--- src/rtl/lcd_pkg.sv ---
// Shared types and constants for the HD44780-style LCD write controller.
// LCD_INIT_EN adds the power-up wait and built-in init states.
package lcd_pkg;

   typedef enum logic [2:0] {
      ST_IDLE,
      ST_SETUP,
      ST_PULSE,
      ST_HOLD,
`ifdef LCD_INIT_EN
      ST_WAIT,
      ST_PWRUP,
      ST_INIT
`else
      ST_WAIT
`endif
   } lcd_state_e;

   localparam int LCD_ON_BIT = 31;
   localparam int LCD_GO_BIT = 10;
   localparam int LCD_RS_BIT = 9;

   // function set 8-bit/2-line, display on, clear, entry mode increment
   localparam logic [7:0] LCD_INIT_SEQ [4] = '{8'h38, 8'h0C, 8'h01, 8'h06};

   // Clear display (0x01) and return home (0x02/0x03) need the long execution wait.
   function automatic logic is_clr_home(input logic rs, input logic [7:0] data);
      return !rs && (data[7:2] == 6'd0) && (data != 8'd0);
   endfunction

   function automatic int unsigned max_cyc(input int unsigned a, input int unsigned b);
      return (a > b) ? a : b;
   endfunction

endpackage

--- src/rtl/lcd_timer.sv ---
// Loadable down-counter shared by every timed FSM state; holds at zero.
module lcd_timer #(
   parameter int             W       = 8,
   parameter logic [W-1:0]   RST_VAL = '0
) (
   input  logic         clk_i,
   input  logic         rst_n_i,
   input  logic         load_i,
   input  logic [W-1:0] val_i,
   output logic [W-1:0] cnt_o,
   output logic         zero_o
);

   // Load takes priority; otherwise count down and stop at zero.
   always_ff @(posedge clk_i or negedge rst_n_i) begin
      if (!rst_n_i)
         cnt_o <= RST_VAL;
      else if (load_i)
         cnt_o <= val_i;
      else if (cnt_o != '0)
         cnt_o <= cnt_o - 1'b1;
   end

   assign zero_o = (cnt_o == '0);

endmodule

--- src/rtl/lcd_ctrl.sv ---
// HD44780 write sequencer: turns GO toggles on io_lcd into timed bus writes,
// with a one-deep pending slot. Define LCD_INIT_EN for the built-in
// power-up wait and init command sequence.
//
// state | meaning
// PWRUP | post-reset wait before first access (LCD_INIT_EN only)
// INIT  | fetch next init ROM command (LCD_INIT_EN only)
// IDLE  | no access in progress, RS/DATA hold last value
// SETUP | RS/DATA valid, EN low
// PULSE | EN high
// HOLD  | EN low, RS/DATA held
// WAIT  | LCD execution time (long for clear/home)
module lcd_ctrl
   import lcd_pkg::*;
#(
   parameter int unsigned T_SETUP_CYC = 2,
   parameter int unsigned T_EN_CYC    = 12,
   parameter int unsigned T_HOLD_CYC  = 2,
   parameter int unsigned T_EXEC_CYC  = 2000,
   parameter int unsigned T_CLR_CYC   = 82000,
   parameter int unsigned T_PWRUP_CYC = 750000
) (
   input  logic        clk_i,
   input  logic        rst_n_i,
   input  logic [31:0] io_lcd_i,
   output logic [7:0]  lcd_data_o,
   output logic        lcd_rs_o,
   output logic        lcd_rw_o,
   output logic        lcd_en_o,
   output logic        lcd_on_o,
   output logic        busy_o,
   output logic        ovf_o
);

   localparam int unsigned T_MAX = max_cyc(max_cyc(max_cyc(T_SETUP_CYC, T_EN_CYC),
                                                   max_cyc(T_HOLD_CYC, T_EXEC_CYC)),
                                           max_cyc(T_CLR_CYC, T_PWRUP_CYC));
   localparam int TW = $clog2(T_MAX) + 1;

`ifdef LCD_INIT_EN
   localparam lcd_state_e    RST_STATE = ST_PWRUP;
   localparam logic [TW-1:0] RST_CNT   = TW'(T_PWRUP_CYC - 1);
`else
   localparam lcd_state_e    RST_STATE = ST_IDLE;
   localparam logic [TW-1:0] RST_CNT   = '0;
`endif

   lcd_state_e    state_q, state_d;
   logic          go_q;
   logic          evt;
   logic [8:0]    evt_cmd;
   logic [8:0]    cmd_q, cmd_d;
   logic          pend_vld_q;
   logic [8:0]    pend_cmd_q;
   logic          pend_take;
   logic          evt_to_slot;
   logic          ovf_set;
   logic          ovf_q;
   logic          on_q;
   logic          tmr_load;
   logic [TW-1:0] tmr_val;
   logic          tmr_zero;
   logic [TW-1:0] unused_tmr_cnt;
   logic          unused_io;
`ifdef LCD_INIT_EN
   logic [2:0]    init_idx_q;
   logic          init_step;
`endif

   assign evt       = io_lcd_i[LCD_GO_BIT] ^ go_q;
   assign evt_cmd   = {io_lcd_i[LCD_RS_BIT], io_lcd_i[7:0]};
   assign unused_io = ^{io_lcd_i[30:11], io_lcd_i[8]};

   lcd_timer #(.W(TW), .RST_VAL(RST_CNT)) u_timer (
      .clk_i   (clk_i),
      .rst_n_i (rst_n_i),
      .load_i  (tmr_load),
      .val_i   (tmr_val),
      .cnt_o   (unused_tmr_cnt),
      .zero_o  (tmr_zero)
   );

   // FSM state register.
   always_ff @(posedge clk_i or negedge rst_n_i) begin
      if (!rst_n_i)
         state_q <= RST_STATE;
      else
         state_q <= state_d;
   end

   // Next state, timer loads, command selection and pending-slot control.
   always_comb begin
      state_d   = state_q;
      cmd_d     = cmd_q;
      tmr_load  = 1'b0;
      tmr_val   = '0;
      pend_take = 1'b0;
`ifdef LCD_INIT_EN
      init_step = 1'b0;
`endif
      case (state_q)
         ST_IDLE: begin
            if (pend_vld_q || evt) begin
               cmd_d     = pend_vld_q ? pend_cmd_q : evt_cmd;
               pend_take = pend_vld_q;
               state_d   = ST_SETUP;
               tmr_load  = 1'b1;
               tmr_val   = TW'(T_SETUP_CYC - 1);
            end
         end
         ST_SETUP: begin
            if (tmr_zero) begin
               state_d  = ST_PULSE;
               tmr_load = 1'b1;
               tmr_val  = TW'(T_EN_CYC - 1);
            end
         end
         ST_PULSE: begin
            if (tmr_zero) begin
               state_d  = ST_HOLD;
               tmr_load = 1'b1;
               tmr_val  = TW'(T_HOLD_CYC - 1);
            end
         end
         ST_HOLD: begin
            if (tmr_zero) begin
               state_d  = ST_WAIT;
               tmr_load = 1'b1;
               tmr_val  = is_clr_home(cmd_q[8], cmd_q[7:0]) ? TW'(T_CLR_CYC - 1)
                                                            : TW'(T_EXEC_CYC - 1);
            end
         end
         ST_WAIT: begin
            if (tmr_zero) begin
`ifdef LCD_INIT_EN
               state_d = (init_idx_q != 3'd4) ? ST_INIT : ST_IDLE;
`else
               state_d = ST_IDLE;
`endif
            end
         end
`ifdef LCD_INIT_EN
         ST_PWRUP: begin
            if (tmr_zero)
               state_d = ST_INIT;
         end
         ST_INIT: begin
            cmd_d     = {1'b0, LCD_INIT_SEQ[init_idx_q[1:0]]};
            init_step = 1'b1;
            state_d   = ST_SETUP;
            tmr_load  = 1'b1;
            tmr_val   = TW'(T_SETUP_CYC - 1);
         end
`endif
         default: state_d = ST_IDLE;
      endcase
      // An event goes to the slot unless IDLE consumes it directly.
      evt_to_slot = evt && !(state_q == ST_IDLE && !pend_vld_q);
      ovf_set     = evt_to_slot && pend_vld_q && !pend_take;
   end

   // Datapath: command, pending slot, overflow, GO edge history, panel power.
   always_ff @(posedge clk_i or negedge rst_n_i) begin
      if (!rst_n_i) begin
         go_q       <= 1'b0;
         cmd_q      <= '0;
         pend_vld_q <= 1'b0;
         pend_cmd_q <= '0;
         ovf_q      <= 1'b0;
         on_q       <= 1'b0;
`ifdef LCD_INIT_EN
         init_idx_q <= '0;
`endif
      end else begin
         go_q  <= io_lcd_i[LCD_GO_BIT];
         on_q  <= io_lcd_i[LCD_ON_BIT];
         cmd_q <= cmd_d;
         if (evt_to_slot) begin
            pend_vld_q <= 1'b1;
            pend_cmd_q <= evt_cmd;
         end else if (pend_take) begin
            pend_vld_q <= 1'b0;
         end
         if (ovf_set)
            ovf_q <= 1'b1;
`ifdef LCD_INIT_EN
         if (init_step)
            init_idx_q <= init_idx_q + 3'd1;
`endif
      end
   end

   assign lcd_data_o = cmd_q[7:0];
   assign lcd_rs_o   = cmd_q[8];
   assign lcd_rw_o   = 1'b0;
   assign lcd_en_o   = (state_q == ST_PULSE);
   assign lcd_on_o   = on_q;
   assign busy_o     = (state_q != ST_IDLE) || pend_vld_q;
   assign ovf_o      = ovf_q;

endmodule

--- config.mk ---
export PLATFORM = sky130hd
export DESIGN_NAME = lcd_ctrl
export DESIGN_NICKNAME = d
export VERILOG_FILES = /design/src/rtl/lcd_pkg.sv /design/src/rtl/lcd_timer.sv /design/src/rtl/lcd_ctrl.sv
export SDC_FILE = /design/constraint.sdc
export NUM_CORES = 1
export LEC_CHECK = 0
export ABC_AREA = 1
export CORE_UTILIZATION = 48
export CTS_CLUSTER_DIAMETER = 80
export CTS_CLUSTER_SIZE = 20
export DETAILED_ROUTE_END_ITERATION = 8
export GPL_ROUTABILITY_DRIVEN = 0
export PLACE_DENSITY_LB_ADDON = 0.1
export SYNTH_ARGS = -nofsm -noshare
export SYNTH_HDL_FRONTEND = slang
export SYNTH_HIERARCHICAL = 1
export SYNTH_SLANG_ARGS = --single-unit
--- constraint.sdc ---
create_clock -name clk_i -period 2.24 [get_ports clk_i]
set_input_delay 0.224 -clock clk_i [delete_from_list [all_inputs] [get_ports clk_i]]
set_output_delay 0.224 -clock clk_i [all_outputs]
set_load 0.005 [all_outputs]
# Yosys cells after proc, flatten, opt, wreduce, memory -nomap -nowiden
# Index checks and enable logic that the tools add are counted.
[word_totals]
elab_cells = 64
ff_bits = 46
out_inout_bits = 14
[classes]
n_bitwise = 1
reduce_logical = 23
n_eq_ne = 9
mux = 22
addsub = 1
[ops]
columns = ["op", "n"]
rows = [
  ["$pmux 17 s4", 1],
  ["$mux 21", 2],
  ["$mux 17", 2],
  ["$logic_not 21->1", 1],
  ["$reduce_bool 21->1", 1],
  ["$sub 21x1->21 const B", 1],
  ["$mux 3", 5],
  ["$pmux 3 s5", 1],
  ["$mux 9", 1],
  ["$mux 1", 8],
  ["$ne 2x2->1 const B", 4],
  ["$reduce_bool 8->1", 1],
  ["$eq 3x2->1 const B", 2],
  ["$logic_and 1x1->1", 6],
  ["$logic_not 6->1", 1],
  ["$reduce_and 5->1", 1],
  ["$logic_not 1->1", 4],
  ["$mux 4", 1],
  ["$reduce_bool 2->1", 2],
  ["$eq 3x1->1 const B", 1],
  ["$eq 3x3->1 const B", 1],
  ["$logic_not 3->1", 1],
  ["$reduce_bool 3->1", 1],
  ["$reduce_or 3->1", 1],
  ["5 further kinds", 6],
]

# Logic depth before layout (Yosys ltp)
[logic_depth]
depth_word = 7
mapped_depth = 12
depth_no_buf = 11

# By module
# Netlist, hierarchy kept.
[by_module_without_submodules]
columns = ["mod", "area_each_um2", "n_inst", "cells_per_inst"]
rows = [
  ["lcd_timer", 1517.7, 1, 223],
  ["lcd_ctrl", 1293.7, 1, 154],
]

# Least setup slack after synthesis
# No wires, ideal clock.
[synth_timing]
kind = "register -> register"
start = "reg u_timer.cnt_o[13]"
end = "reg u_timer.cnt_o[1]"
setup_time_ps = 121
setup_slack_ps = -8
arrival_time_ps = 2127
synth_period_minus_slack_ps = 2248
t_required_ps = 2119
stages_incl_launch_ff = 11
path_buffers = 1
cell_sequence = "dfrtp_1 > nor2_4 > nand2_2 > nor2_4 > nor4b_1 > inv_1 > o21ai_0 > clkbuf_1 > o21ai_0 > nand2_1 > o21ai_1"
[synth_via]
elab_chain_cells = 4
elab_cells_between_ends = 9
classes_between = "mux (6); reduce/logical (3)"
[synth_lines]
columns = ["element", "line", "source"]
rows = [
  ["start, declared", "lcd_timer.sv:10", "output logic [W-1:0] cnt_o,"],
  ["start signal, assigned", "lcd_timer.sv:19", "cnt_o <= val_i;"],
  ["start signal, assigned", "lcd_timer.sv:21", "cnt_o <= cnt_o - 1'b1;"],
  ["$logic_not 21->1 (*)", "lcd_timer.sv:24", "assign zero_o = (cnt_o == '0);"],
  ["named net tmr_zero", "lcd_ctrl.sv:62", "logic tmr_zero;"],
  ["$mux 1 (*)", "lcd_ctrl.sv:112, lcd_ctrl.sv:119, lcd_ctrl.sv:126", ""],
  ["$pmux 1 s2 (*)", "lcd_ctrl.sv:101", "case (state_q)"],
  ["named net tmr_load", "lcd_ctrl.sv:60", "logic tmr_load;"],
  ["$mux 21 or $reduce_bool 2->1 (tied branches)", "--", ""],
]
# The timed path passes the listed nets; every way through them passes the cells marked *.
# A chain may end at the register's enable or synchronous reset.

# Worst setup path in the final report
[layout_timing]
start = "reg u_timer.cnt_o[0]"
end = "reg u_timer.cnt_o[11]"
# Same word-level chain as after synthesis.

==> results_dict.tcl <==
set metrics [dict create \
    cp.required_ps 2430 \
    yosysWarningCount 6 \
    dr_total_vias 2420 \
    max-clock-path-buffers 2 \
    antenna_found_initial 0 \
    synth_edf_count 0 \
    cp_slowest_cell "dfrtp_1" \
    ys.flop_type "dfrtp_1" \
    final_cell_mix "nand2_1, dfrtp_1, nor2_1, inv_1" \
    cts_inserted_buffers 5 \
    ctsHtreeMaxLevel 2 \
    core_mm2 0.00557 \
    drtIter0Drc 107 \
    hp-class "primary input to flip-flop" \
    die_x_um 78.5 \
    via_per_inst 4.89 \
    start_util_pct 50.4 \
    port_buffers 25 \
    timing.final.crit_share_pct 93.2 \
    maxSlewViolCount 0 \
    firstDrtPassIters 4 \
    arrival_ps 2280 \
    die_y_um 78.5 \
    hold_viol 0 \
    max_cap_viol_count 0 \
    grt_pass1_vias 2359 \
    post_drt_wl_per_cell_um 11.9 \
    holdPathStages 1 \
    remaining_drc_errors 0 \
    synth_area_mm2 0.00281 \
    status "finished, final reports clean" \
    nNetsFinal 458 \
    end_kind "flip-flop" \
    cpPeakStageDelay_ps 380 \
    grt_overflow_total 0 \
    ir_drop_uv 517 \
    period_minus_slack_ps 2090 \
    syn_area_per_cell_um2 7.46 \
    final_util_pct 59.5 \
    p_leak_nw 1.63 \
    tightestPinTransition_ps 543 \
    worstSetupPathType "flip-flop to flip-flop" \
    grtUsageTotal_pct 21.8 \
    io_pins 48 \
    ys_seq_area_share_pct 40.9 \
    synthCells 377 \
    critPathTopFamily "buffers and inverters" \
    relSlewSlack_pct 63.8 \
    synth_cell_types 32 \
    rsz0062_at_grt "yes" \
    powerDensity_mw_per_mm2 1310 \
    clock_sinks 46 \
    n_antenna_cell 0 \
    rows 27 \
    crit_chain "inv_1, ha_2, nand3_1, nor4b_1, buf_4, inv_1, o21ai_1, inv_2, buf_4, o21ai_0, nor2_1" \
    ff2ff_path_depth 11 \
    setup_viol 0 \
    final_antenna_net_count 0 \
    grt_pass1_wl_um 10500 \
    hpwl_um 4380 \
    grt_max_degree 24 \
    layout-drive-gt1-share_pct 18.7 \
    critPathBufInv 5 \
    start_kind "flip-flop" \
    worstPathMaxFanout 8 \
    clockRootBuffer "clkbuf_8" \
    cts_tree "yes" \
    max_freq_mhz 479 \
    syn_to_final_growth_pct 17.9 \
    cp.depth 11 \
    total_power_w 0.00434 \
    wirelength_um 5910 \
    synth-seq-cells 46 \
    async_reset_ff_share_pct 100 \
    final_common_cell "nand2_1" \
    clock_skew_ps 5.10 \
    clock_latency_ps 300 \
    dp_cells 482 \
    dieArea_mm2 0.00617 \
    final_cells 495 \
    clk_pin_slew_ps 90 \
]
per-stage QoR:
step | setup WS [ps] | area [um2] | setup TNS (ps) | hold WS [ps]
floorplan | 92.4 | 2850 | 0 | -71.6
global placement | 191 | 3170 | 0 | 246
detailed placement | 151 | 3170 | 0 | 238
CTS | 133 | 3280 | 0 | 346
global route | -12.8 | 3310 | -12.8 | 344
finish | 152 | 3310 | 0 | 357
flip-flops by register name, indices dropped and copies added, names as in the netlist:
| name | flops |
|---|---|
| cmd_q | 9 |
| pend_vld_q | 1 |
| ovf_o | 1 |
| u_timer/cnt_o | 21 |
| lcd_on_o | 1 |
| state_q | 3 |
| go_q | 1 |
| pend_cmd_q | 9 |
where the power goes:
group	switching, W	total (W)	internal [W]
Clock	0.000293	0.000541	0.000248
Sequential	0.000317	0.00149	0.00117
Combinational	0.00138	0.00231	0.000938
Total	0.00199	0.00434	0.00235
cell usage after synthesis, drive strengths merged (3+ instances only):
| cell | instances | share of area, % |
|---|---|---|
| nand2 | 129 | 19 |
| nor2 | 56 | 11 |
| dfrtp | 46 | 41 |
| o21ai | 37 | 7.9 |
| inv | 34 | 4.5 |
| nand3 | 25 | 4.6 |
| or2 | 9 | 2.0 |
| buf | 7 | 2.2 |
| nand4 | 7 | 1.6 |
| clkbuf | 4 | 0.53 |
| nor3 | 4 | 0.71 |
| xor2 | 4 | 1.2 |
| a21boi | 3 | 0.80 |
path summary, 6_finish.rpt:
path / startpoint / to / slack, ps
setup / recovery: u_timer/cnt_o[0]$_DFFE_PN0P_ / u_timer/cnt_o[11]$_DFFE_PN0P_ / 150
hold / removal: io_lcd_i[31] / lcd_on_o$_DFF_PN0_ / 360
setup reg to reg: u_timer/cnt_o[0]$_DFFE_PN0P_ / u_timer/cnt_o[11]$_DFFE_PN0P_ / 150
hold reg to reg: pend_cmd_q[0]$_DFFE_PN0P_ / pend_cmd_q[0]$_DFFE_PN0P_ / 470
max in group asynchronous: rst_n_i / pend_cmd_q[8]$_DFFE_PN0P_ / 1210
min in group asynchronous: rst_n_i / u_timer/cnt_o[12]$_DFFE_PN0P_ / 430
timing repair:
item,CTS,global route
endpoints found under the hold margin,21,0
setup buffers,0,4
gates resized for setup,0,2
setup endpoints to repair,0,5
hold buffers,1,0
cell families after synthesis:
family | Yosys count | share of synthesized area [%]
xor+xnor | 6 | 1.87
buf+inv | 45 | 7.30
compound gates | 45 | 9.92
other cells | 1 | 0.133
fa+ha+maj | 2 | 0.890
flops | 46 | 40.9
simple gates | 232 | 38.9
metal layers:
layer | vias up | GRT usage (%) | part of all wire [%] | routed length, um
li1 | 1273 | - | - | -
met1 | 1101 | 26.7 | 48 | 2820
met2 | 38 | 38.0 | 48 | 2840
met3 | 8 | 4.30 | 2.7 | 159
met4 | 0 | 7.59 | 1.5 | 87
met5 | - | 0 | 0 | 0
area by class of cell:
cell class	count	area, um2
Sequential cell	46	1150
Clock inverter	2	12.5
Inverter	34	128
Tap cell	72	90.1
Multi-Input combinational cell	296	1500
Fill cell	537	2260
Timing Repair Buffer	39	353
Clock buffer	6	82.6
Note: power is estimated with default switching activity, not from simulation.
